### config.mk
export PLATFORM = sky130hd
export DESIGN_NAME = friscv_mem_arbiter
export DESIGN_NICKNAME = d
export VERILOG_FILES = /design/src/rtl/friscv_mem_arbiter.sv
export SDC_FILE = /design/constraint.sdc
export NUM_CORES = 1
export LEC_CHECK = 0
export CORE_MARGIN = 4
export CORE_UTILIZATION = 44
export DETAILED_ROUTE_END_ITERATION = 10
export PLACE_DENSITY = 0.9
export SKIP_CTS_REPAIR_TIMING = 1
export SLEW_MARGIN = 5
export SYNTH_ARGS = -nofsm -noshare
export SYNTH_HDL_FRONTEND = slang
export SYNTH_SLANG_ARGS = --single-unit
### constraint.sdc
create_clock -name aclk -period 4.71 [get_ports aclk]
set_clock_uncertainty 0.1 [all_clocks]
set_input_delay 0.942 -clock aclk [delete_from_list [all_inputs] [get_ports aclk]]
set_output_delay 0.942 -clock aclk [all_outputs]
set_load 0.02 [all_outputs]
### src/rtl/friscv_mem_arbiter.sv
`default_nettype none
// ============================================================================
// friscv_mem_arbiter : shares one single-port RAM between fetch and data ports
// Revision: 1.0
// ============================================================================
module friscv_mem_arbiter #(
  parameter int ADDRW         = 16,
  parameter int XLEN          = 32,
  parameter int DATA_PRIORITY = 0
) (
  input  logic              aclk,
  input  logic              aresetn,
  input  logic              inst_en,
  input  logic [ADDRW-1:0]  inst_addr,
  output logic [XLEN-1:0]   inst_rdata,
  output logic              inst_ready,
  input  logic              mem_en,
  input  logic              mem_wr,
  input  logic [ADDRW-1:0]  mem_addr,
  input  logic [XLEN-1:0]   mem_wdata,
  input  logic [XLEN/8-1:0] mem_strb,
  output logic [XLEN-1:0]   mem_rdata,
  output logic              mem_ready,
  output logic              ram_en,
  output logic              ram_wr,
  output logic [ADDRW-1:0]  ram_addr,
  output logic [XLEN-1:0]   ram_wdata,
  output logic [XLEN/8-1:0] ram_strb,
  input  logic [XLEN-1:0]   ram_rdata,
  input  logic              ram_ready
);

  localparam int   STRBW     = XLEN / 8;
  localparam logic DATA_WINS = (DATA_PRIORITY != 0);

  typedef enum logic [1:0] {
    IDLE      = 2'd0,
    BUSY_INST = 2'd1,
    BUSY_DATA = 2'd2,
    RESP      = 2'd3
  } state_t;

  state_t             state, state_nxt;
  logic               last_data, last_data_nxt;
  logic               pick_data;
  logic               ram_en_nxt, ram_wr_nxt;
  logic [ADDRW-1:0]   ram_addr_nxt;
  logic [XLEN-1:0]    ram_wdata_nxt;
  logic [STRBW-1:0]   ram_strb_nxt;
  logic [XLEN-1:0]    inst_rdata_nxt, mem_rdata_nxt;
  logic               inst_ready_nxt, mem_ready_nxt;

  // On a collision the data port wins unless it was the previous winner (round-robin mode).
  assign pick_data = mem_en && (!inst_en || DATA_WINS || !last_data);

  always_comb begin
    state_nxt      = state;
    last_data_nxt  = last_data;
    ram_en_nxt     = ram_en;
    ram_wr_nxt     = ram_wr;
    ram_addr_nxt   = ram_addr;
    ram_wdata_nxt  = ram_wdata;
    ram_strb_nxt   = ram_strb;
    inst_rdata_nxt = inst_rdata;
    mem_rdata_nxt  = mem_rdata;
    inst_ready_nxt = 1'b0;
    mem_ready_nxt  = 1'b0;
    case (state)
      IDLE: begin
        if (pick_data) begin
          ram_en_nxt    = 1'b1;
          ram_wr_nxt    = mem_wr;
          ram_addr_nxt  = mem_addr;
          ram_wdata_nxt = mem_wdata;
          ram_strb_nxt  = mem_strb;
          last_data_nxt = 1'b1;
          state_nxt     = BUSY_DATA;
        end else if (inst_en) begin
          ram_en_nxt    = 1'b1;
          ram_wr_nxt    = 1'b0;
          ram_addr_nxt  = inst_addr;
          ram_wdata_nxt = '0;
          ram_strb_nxt  = '0;
          last_data_nxt = 1'b0;
          state_nxt     = BUSY_INST;
        end
      end
      BUSY_INST: begin
        if (ram_ready) begin
          ram_en_nxt     = 1'b0;
          inst_rdata_nxt = ram_rdata;
          inst_ready_nxt = 1'b1;
          state_nxt      = RESP;
        end
      end
      BUSY_DATA: begin
        if (ram_ready) begin
          ram_en_nxt    = 1'b0;
          mem_rdata_nxt = ram_rdata;
          mem_ready_nxt = 1'b1;
          state_nxt     = RESP;
        end
      end
      default: begin
        state_nxt = IDLE;
      end
    endcase
  end

  always_ff @(posedge aclk) begin
    if (!aresetn) begin
      state      <= IDLE;
      last_data  <= 1'b0;
      ram_en     <= 1'b0;
      ram_wr     <= 1'b0;
      ram_addr   <= '0;
      ram_wdata  <= '0;
      ram_strb   <= '0;
      inst_rdata <= '0;
      mem_rdata  <= '0;
      inst_ready <= 1'b0;
      mem_ready  <= 1'b0;
    end else begin
      state      <= state_nxt;
      last_data  <= last_data_nxt;
      ram_en     <= ram_en_nxt;
      ram_wr     <= ram_wr_nxt;
      ram_addr   <= ram_addr_nxt;
      ram_wdata  <= ram_wdata_nxt;
      ram_strb   <= ram_strb_nxt;
      inst_rdata <= inst_rdata_nxt;
      mem_rdata  <= mem_rdata_nxt;
      inst_ready <= inst_ready_nxt;
      mem_ready  <= mem_ready_nxt;
    end
  end

endmodule
`default_nettype wire

==> reports/results.tsv, run 1 <==
metric	value	unit
first_global_vias	4589	
status	finished clean	
io_pins	226	
initial_utilization	45.5	%
grt_setup_unrepaired	false	
antenna-diode-count	0	
synthesis.yosys.warnings	0	
syn_nets	641	
critical_path_class	reg -> out	
core_region_area	10400	sq um
final_period_minus_worst_setup_slack	2.54	ns
netSwitchingFraction	33.1	%
switchingPower	0.00129	W
p_comb_share	32.6	%
routed-via-count	4614	
dieWidth	112	um
cts_made_buffers	17	
gp_congestion	0.830	
grt_util_met2	40.8	%
unique_cell_type_count_in_the_yosys_netlist	26	
clock_latency	0.50	ns
cp-end-kind	output port	
critical_path.slowest_cell	sky130_fd_sc_hd__clkdlybuf4s50_1	
clock_tree.root_cell	sky130_fd_sc_hd__clkbuf_8	
cts_h_tree_lvls	4	
post_dp_cell_area	6970	sq um
timing.slew.headroom	22.1	%
grt_first_pass_wirelength	23200	um
synth_largest_area_cell	sky130_fd_sc_hd__dfxtp_1	
drive_gt1_share	6.04	%
totalWireLength	15100	um
power-per-cell-area	512	nW/um^2
drt-initial-drc-count	286	
clk_pin_slew_worst_paths	0.06	ns
min_delay_path_depth	2	
report.final.setup_viol	0	
stdcell_area	7600	sq um
met3_track_utilization_from_global_routing	9.73	%
critical_path_depth	1	
r2r_start	state[0]	
layout.nets	843	
detailedPlacementHpwl	10400	um
critical_path_arrival	1.49	ns
yosysTopAreaCellShare	52.2	%
r2r_cells	6	
rrSetupSlack	2.58	ns
post-route-period-util	53.9	%
worstSetupStartpointType	flop	
die_area	12500	sq um
reg2reg_end	ram_addr[3]	
hold_path_class	reg -> reg	
areaGrowthSynthToFinish	61.0	%
global_route.overflow_total	0	
crit_chain	clkdlybuf4s50_1	
final_antenna_net_count	0	
globalRoute.busiestLayer	met2	
post_synth_instance_area	4720	sq um
routedWlPerCell	17.2	um
critPathBufInv	1	
critical_path.top_delay_family	buffers and inverters	
report.final.hold_viol_count	0	
post-route-drc-count	0	
avgViaCountPerCell	5.24	
synth_cells	531	
fill_cells	703	
sequential_cell_fraction_of_total_power	34.2	%
grt_max_degree	67	
clock_sinks	123	
max_slew.worst_pin.slew	1.17	ns
ys_seq_elements	123	
drv.max_cap_violation_count	0	
final_slew_violations	0	
cellInternalPower	0.00261	W
gr-usage-met1	24.0	%
timing.critical_path.fanout_max	2	
netlist_top_cells_area	sky130_fd_sc_hd__dfxtp_1 (52%), sky130_fd_sc_hd__nand2_1 (12%), sky130_fd_sc_hd__a21boi_0 (10%)	
max_freq	0.394	GHz
avgSynthCellArea	8.89	sq um
worst_setup_path_startpoint	inst_rdata[31]	
ir_worst_vdd	0.228	mV
drt_first_pass_iters	4	
setup-tns-final	0	ns
synth.yosys.seq_area_share	52.2	%
placementRows	37	
floorplan.die.height	112	um
cts_tree	yes	
numPortBuffers	225	
cell_leakage_power	2.67	nW
required_time_of_the_worst_setup_path	3.67	ns
clock_network_power_share	33.3	%
grt_use_total	22.9	%
timing.hold.worst_endpoint	mem_rdata[23]	
worst_path_largest_cell_delay	0.63	ns
critical_hold_path_startpoint	mem_rdata[23]	
clk_path_buf_depth	2	
initial_antenna_violation_count	0	
-- flip-flops by register name (all words and copies together) (netlist names) --
name	cells
mem_ready	1
inst_rdata	32
mem_rdata	32
ram_wdata	32
ram_wr	1
ram_strb	4
last_data	1
inst_ready	1
ram_addr	16
state	2
ram_en	1
-- worst max path at each step --
stage / to / slack [ns]
finish: inst_rdata[31] / 2.17
global route: inst_rdata[26] / 2.10
CTS: ram_wdata[31] / 1.89
detailed placement: ram_wdata[24] / 1.44
global placement: ram_wdata[10] / 1.54
floorplan: state[1] / 2.83
-- power groups by stage --
stage / registers [W] / logic [W] / clock network, W
floorplan: 0.00156 / 0.000462 / 0
global placement: 0.00134 / 0.00120 / 0
detailed placement: 0.00135 / 0.00123 / 0
CTS: 0.00133 / 0.00124 / 0.00131
global route: 0.00135 / 0.00135 / 0.00136
finish: 0.00133 / 0.00127 / 0.00130
-- Yosys cell counts, drive strengths merged --
master    n
ha        4
or4b      1
and2b     1
nor2b    38
and2      2
a21bo     1
a32oi    37
o21ai    20
a21oi    34
and3      2
buf      15
inv       3
nand2   147
a21boi   65
o211ai    2
a22oi     1
o311ai    1
clkbuf   31
dfxtp   123
nor2      1
o21a      1
nor3b     1
-- area by class of cell --
cell class,count,area (sq um),area share (%)
inverters,3,11.3,0.148
flip-flops and latches,123,2460,32.4
well taps,136,170,2.24
repair buffers,229,2300,30.3
clock buffers,18,428,5.63
multi-input cells,359,2060,27.1
clock inverters,13,168,2.21
-- layout by cell type, fill, tap and decap left out, types with 3 or more instances in the layout --
cell type and count:
sky130_fd_sc_hd__clkdlybuf4s50_1 224, sky130_fd_sc_hd__nand2_1 147, sky130_fd_sc_hd__dfxtp_1 123, sky130_fd_sc_hd__a21boi_0 64
sky130_fd_sc_hd__nor2b_1 38, sky130_fd_sc_hd__a32oi_1 37, sky130_fd_sc_hd__a21oi_1 34, sky130_fd_sc_hd__o21ai_0 17
sky130_fd_sc_hd__clkbuf_16 16, sky130_fd_sc_hd__ha_1 4, sky130_fd_sc_hd__clkinv_4 4, sky130_fd_sc_hd__inv_1 3
sky130_fd_sc_hd__bufinv_16 3
-- layer usage --
metal	part of all wire (%)	vias to the layer above
met3	8.6	37
li1	-	2220
met5	0	-
met1	39	2167
met4	2.9	0
met2	50	190
-- through the flow --
stage / hold slack (ns) / utilization, % / std cells / total power [W] / setup slack [ns]
after floorplan: 0.403 / - / 531 / 0.00202 / 2.83
after global placement: 0.351 / 67.2 / 848 / 0.00254 / 1.54
after detailed placement: 0.358 / 67.2 / 848 / 0.00258 / 1.44
after CTS: 0.365 / 72.9 / 879 / 0.00388 / 1.89
after global routing: 0.382 / 73.3 / 881 / 0.00406 / 2.10
final: 0.362 / 73.3 / 881 / 0.00389 / 2.17
-- kinds of logic after synthesis --
kind of cell               share of synthesized area, %
DFF                                                52.2
and+or+nand+nor                                    18.2
adders and majority gates                          1.06
buffers and inverters                              4.59
AOI/OAI and AO/OA                                  24.0
Power figures use the tool's default switching activity.
==> inputs of run 2 (changes only) <==
--- a/config.mk
+++ b/config.mk
@@ -6,9 +6,9 @@
 export NUM_CORES = 1
 export LEC_CHECK = 0
 export CORE_MARGIN = 4
-export CORE_UTILIZATION = 44
+export CORE_UTILIZATION = 37
 export DETAILED_ROUTE_END_ITERATION = 10
-export PLACE_DENSITY = 0.9
+export PLACE_DENSITY = 0.81
 export SKIP_CTS_REPAIR_TIMING = 1
 export SLEW_MARGIN = 5
 export SYNTH_ARGS = -nofsm -noshare
==> constraint.sdc (replaced) <==
create_clock -name aclk -period 2.2 [get_ports aclk]
set_clock_uncertainty 0.1 [all_clocks]
set_input_delay 0.44 -clock aclk [delete_from_list [all_inputs] [get_ports aclk]]
set_output_delay 0.44 -clock aclk [all_outputs]
set_load 0.02 [all_outputs]
==> reports/results.tsv, run 2 (synthesis results as in run 1) <==
metric	value	unit
global_route.overflow_total	0	
dr_wl_met2	7580	um
clock_tree.root_cell	sky130_fd_sc_hd__clkbuf_16	
drt-initial-drc-count	268	
initial_utilization	38.5	%
totalWireLength	15200	um
largest_registers_in_the_final_layout	inst_rdata x32, mem_rdata x32, ram_wdata x32	
drive_gt1_share	7.15	%
critical_path_arrival	1.39	ns
drt_first_pass_iters	4	
clock_latency	0.40	ns
dieWidth	121	um
worst_path_largest_cell_delay	0.64	ns
drt-met1-wl	5790	um
power-per-cell-area	1090	nW/um^2
ir_worst_vdd	0.502	mV
post-route-period-util	87.7	%
max_freq	0.519	GHz
critical_path_class	reg -> out	
grt_max_degree	56	
status	finished clean	
final_antenna_net_count	0	
most-common-layout-cells	sky130_fd_sc_hd__clkdlybuf4s50_1 (224), sky130_fd_sc_hd__nand2_1 (147), sky130_fd_sc_hd__dfxtp_1 (123), sky130_fd_sc_hd__a21boi_0 (64), sky130_fd_sc_hd__nor2b_1 (38)	
gp_congestion	0.799	
report.final.setup_viol	0	
areaGrowthSynthToFinish	65.0	%
io_pins	226	
clk_path_buf_depth	2	
layout.nets	852	
max_slew.worst_pin.slew	0.517	ns
grt_setup_unrepaired	false	
clk_pin_slew_worst_paths	0.05	ns
hold_path_class	in -> reg	
timing.critical_path.fanout_max	2	
placementRows	40	
cell_leakage_power	2.75	nW
floorplan.die.height	121	um
die_area	14600	sq um
core_region_area	12300	sq um
report.final.hold_viol_count	0	
setup-tns-final	0	ns
final_period_minus_worst_setup_slack	1.93	ns
maxUsedRoutingLayer	met4	
required_time_of_the_worst_setup_path	1.66	ns
numPortBuffers	225	
critical_path.slowest_cell	sky130_fd_sc_hd__clkdlybuf4s50_1	
cts_tree	yes	
clock_sinks	123	
routed-via-count	4650	
detailedPlacementHpwl	10800	um
fill_cells	979	
first_global_vias	4710	
avgViaCountPerCell	5.04	
worstSetupStartpointType	flop	
initial_antenna_violation_count	0	
critPathBufInv	1	
post_dp_cell_area	7180	sq um
drv.max_cap_violation_count	0	
crit_chain	clkdlybuf4s50_1	
grt_first_pass_wirelength	24100	um
cts_h_tree_lvls	4	
routedWlPerCell	16.5	um
most_common_cell_after_layout_fill_and_taps_aside	sky130_fd_sc_hd__clkdlybuf4s50_1	
post-route-drc-count	0	
timing.slew.headroom	65.5	%
antenna-diode-count	0	
final_slew_violations	0	
critical_path.top_delay_family	buffers and inverters	
met3_routed_length	1460	um
stdcell_area	7790	sq um
cp-end-kind	output port	
cts_made_buffers	17	
grt_use_total	20.7	%
[run 2: area by class of cell]
type | count | area [sq um] | area share (%)
Tap cell | 168 | 210 | 2.70
Multi-Input combinational cell | 359 | 2060 | 26.5
Clock inverter | 11 | 143 | 1.83
Inverter | 3 | 11.3 | 0.145
Sequential cell | 123 | 2460 | 31.6
Clock buffer | 21 | 470 | 6.04
Timing Repair Buffer | 238 | 2430 | 31.2
[run 2: metal layers]
metal,global-route usage [%],up-vias
met5,0,-
met1,22.2,2180
met3,9.00,27
met2,35.7,203
li1,-,2240
met4,7.86,0
[run 2: worst paths after layout]
| kind | startpoint | to | slack, ns | depth (start not counted) |
|---|---|---|---|---|
| max | ram_addr[7] | ram_addr[7] | 0.27 | 1 |
| min | aresetn | inst_rdata[14] | 0.27 | 2 |
| max reg2reg | state[0] | state[1] | 0.38 | 5 |
| min reg2reg | mem_rdata[13] | mem_rdata[13] | 0.36 | 2 |
[run 2: stage by stage]
step                util, %  worst slack (ns)  std cells  total power [W]  hold slack, ns
floorplan                 -             0.509        531          0.00432           0.403
global placement       58.5             0.142        891          0.00560           0.349
detailed placement     58.5             0.110        891          0.00569           0.359
CTS                    63.5             0.243        923          0.00857           0.261
global route           63.5             0.211        923          0.00891           0.264
finish                 63.5             0.272        923          0.00850           0.270
[run 2: report_power, final]
part           switching (W)  internal (W)
combinational        0.00153       0.00129
clock               0.000968       0.00187
sequential          0.000220       0.00263
total                0.00272       0.00578
==> inputs of run 3 (changes only) <==
--- a/config.mk
+++ b/config.mk
@@ -7,6 +7,7 @@
 export LEC_CHECK = 0
 export CORE_MARGIN = 4
 export CORE_UTILIZATION = 37
+export CTS_CLUSTER_SIZE = 8
 export DETAILED_ROUTE_END_ITERATION = 10
 export PLACE_DENSITY = 0.81
 export SKIP_CTS_REPAIR_TIMING = 1
==> results of run 3 <==
Same layout as run 2: the final DEF is identical, and so are final timing and power.
==> edit, RTL diff (settings of run 2) <==
The 4 states of `state_t` get a one-hot encoding in 4 bits.
--- a/src/rtl/friscv_mem_arbiter.sv
+++ b/src/rtl/friscv_mem_arbiter.sv
@@ -35,7 +35,7 @@
 
-  typedef enum logic [1:0] {
-    IDLE      = 2'd0,
-    BUSY_INST = 2'd1,
-    BUSY_DATA = 2'd2,
-    RESP      = 2'd3
+  typedef enum logic [3:0] {
+    IDLE      = 4'b0001,
+    BUSY_INST = 4'b0010,
+    BUSY_DATA = 4'b0100,
+    RESP      = 4'b1000
   } state_t;
Function: same outputs for any inputs over 4 cycles, from zero or initial values and one cycle with aresetn low; so few cycles prove little.
==> edit against run 2 <==
Synthesized area increased by 3.0%. Wire length shrank 4.0%. Sequential cell count is 2 higher. Final area rose by 1.8%. Critical path depth is 3 higher. Non-clock buffer count down 2. Setup slack got worse by 0.11 ns. Highest routed layer unchanged.
Power is not compared: it rests on default switching activity, and its combinational part moved more than twofold at a synthesized area within 25%.
==> edit: results (changes against run 2) <==
largest net degree at the start of global routing=100 (was 56); Fill cells=1,038 (was 979); pre-CTS WS=-0.2311 ns (was 0.1099 ns); status=completed (unchanged); Worst EP arrival=2.28 ns (was 1.39 ns); non-clock buffer count=236 (was 238); metal2 WL=7481 µm (was 7580 µm); Placed Cells=867 (was 891); area of the multi-input gates=2167 µm² (was 2061 µm²); FF+latch area=2502 µm² (was 2462 µm²); DRT met1 WL=5655 µm (was 5794 µm); Distinct cells, synth=27 (was 26); Clock Buffer Count=26 (was 21); xor-xnor portion of the synthesized cell area=0.001800 (was 0); number of global-route vias before repair=4,583 (was 4,710); Adder-Cell Fraction of Synth Area=0 (was 0.01060); area post-placement=7312 µm² (was 7177 µm²); HPWL Detailed=10,500 µm (was 10,810 µm); 1st-iter DRT viols=235 (was 268); first-pass GRT wire length=22,520 µm (was 24,090 µm); met3 WL=1196 µm (was 1457 µm); GRT Overall Usage=0.1913 (was 0.2067); Post-Syn Nets=608 (was 641); vias per cell=4.930 (was 5.038); max_slew headroom=0.2692 (was 0.6555); mux share of post-synthesis cell area=0.1317 (was 0); sequential area share after synthesis=0.5144 (was 0.5216); Compound-Gate Fraction of Synth Area=0.1553 (was 0.2404); Mean Syn Cell Area=9.691 µm² (was 8.890 µm²); Data buffer area share=0.3053 (was 0.3122); Area contributors post-synth=dfxtp_1 51%, nand2_1 13%, mux2i_1 13% (was dfxtp_1 52%, nand2_1 12%, a21boi_0 10%); Layout Nets=820 (was 852); row count=41 (was 40)
edit: changes by cell type in the layout (fill, tap and decap cells not counted), sizes merged, moves of 32 or more:
cell | before | now
a21boi | 65 | 0
mux2i | 0 | 64
o22ai | 0 | 37
a32oi | 37 | 1
nor2b | 38 | 3
a21oi | 34 | 2
edit: worst max-delay path: cells and delay by family:
kind,cells,cell delay (ns)
AOI/OAI and AO/OA,2,0.46
and+or+nand+nor,1,0.87
buffers and inverters,1,0.51
edit: path summary, 6_finish.rpt:
check | from | end | slack [ns] | depth (start not counted)
worst max-delay path | mem_en | ram_addr[6] | 0.16 | 4
worst min-delay path | aresetn | ram_wdata[1] | 0.33 | 3
worst max register to register | state[0] | ram_wdata[30] | 0.17 | 4
worst min register to register | inst_rdata[19] | inst_rdata[19] | 0.36 | 2
edit: routing by layer:
metal,vias up,track usage
met3,18,0.08295
met4,0,0.07278
met2,156,0.3403
met5,-,0
li1,2170,-
met1,2088,0.1980
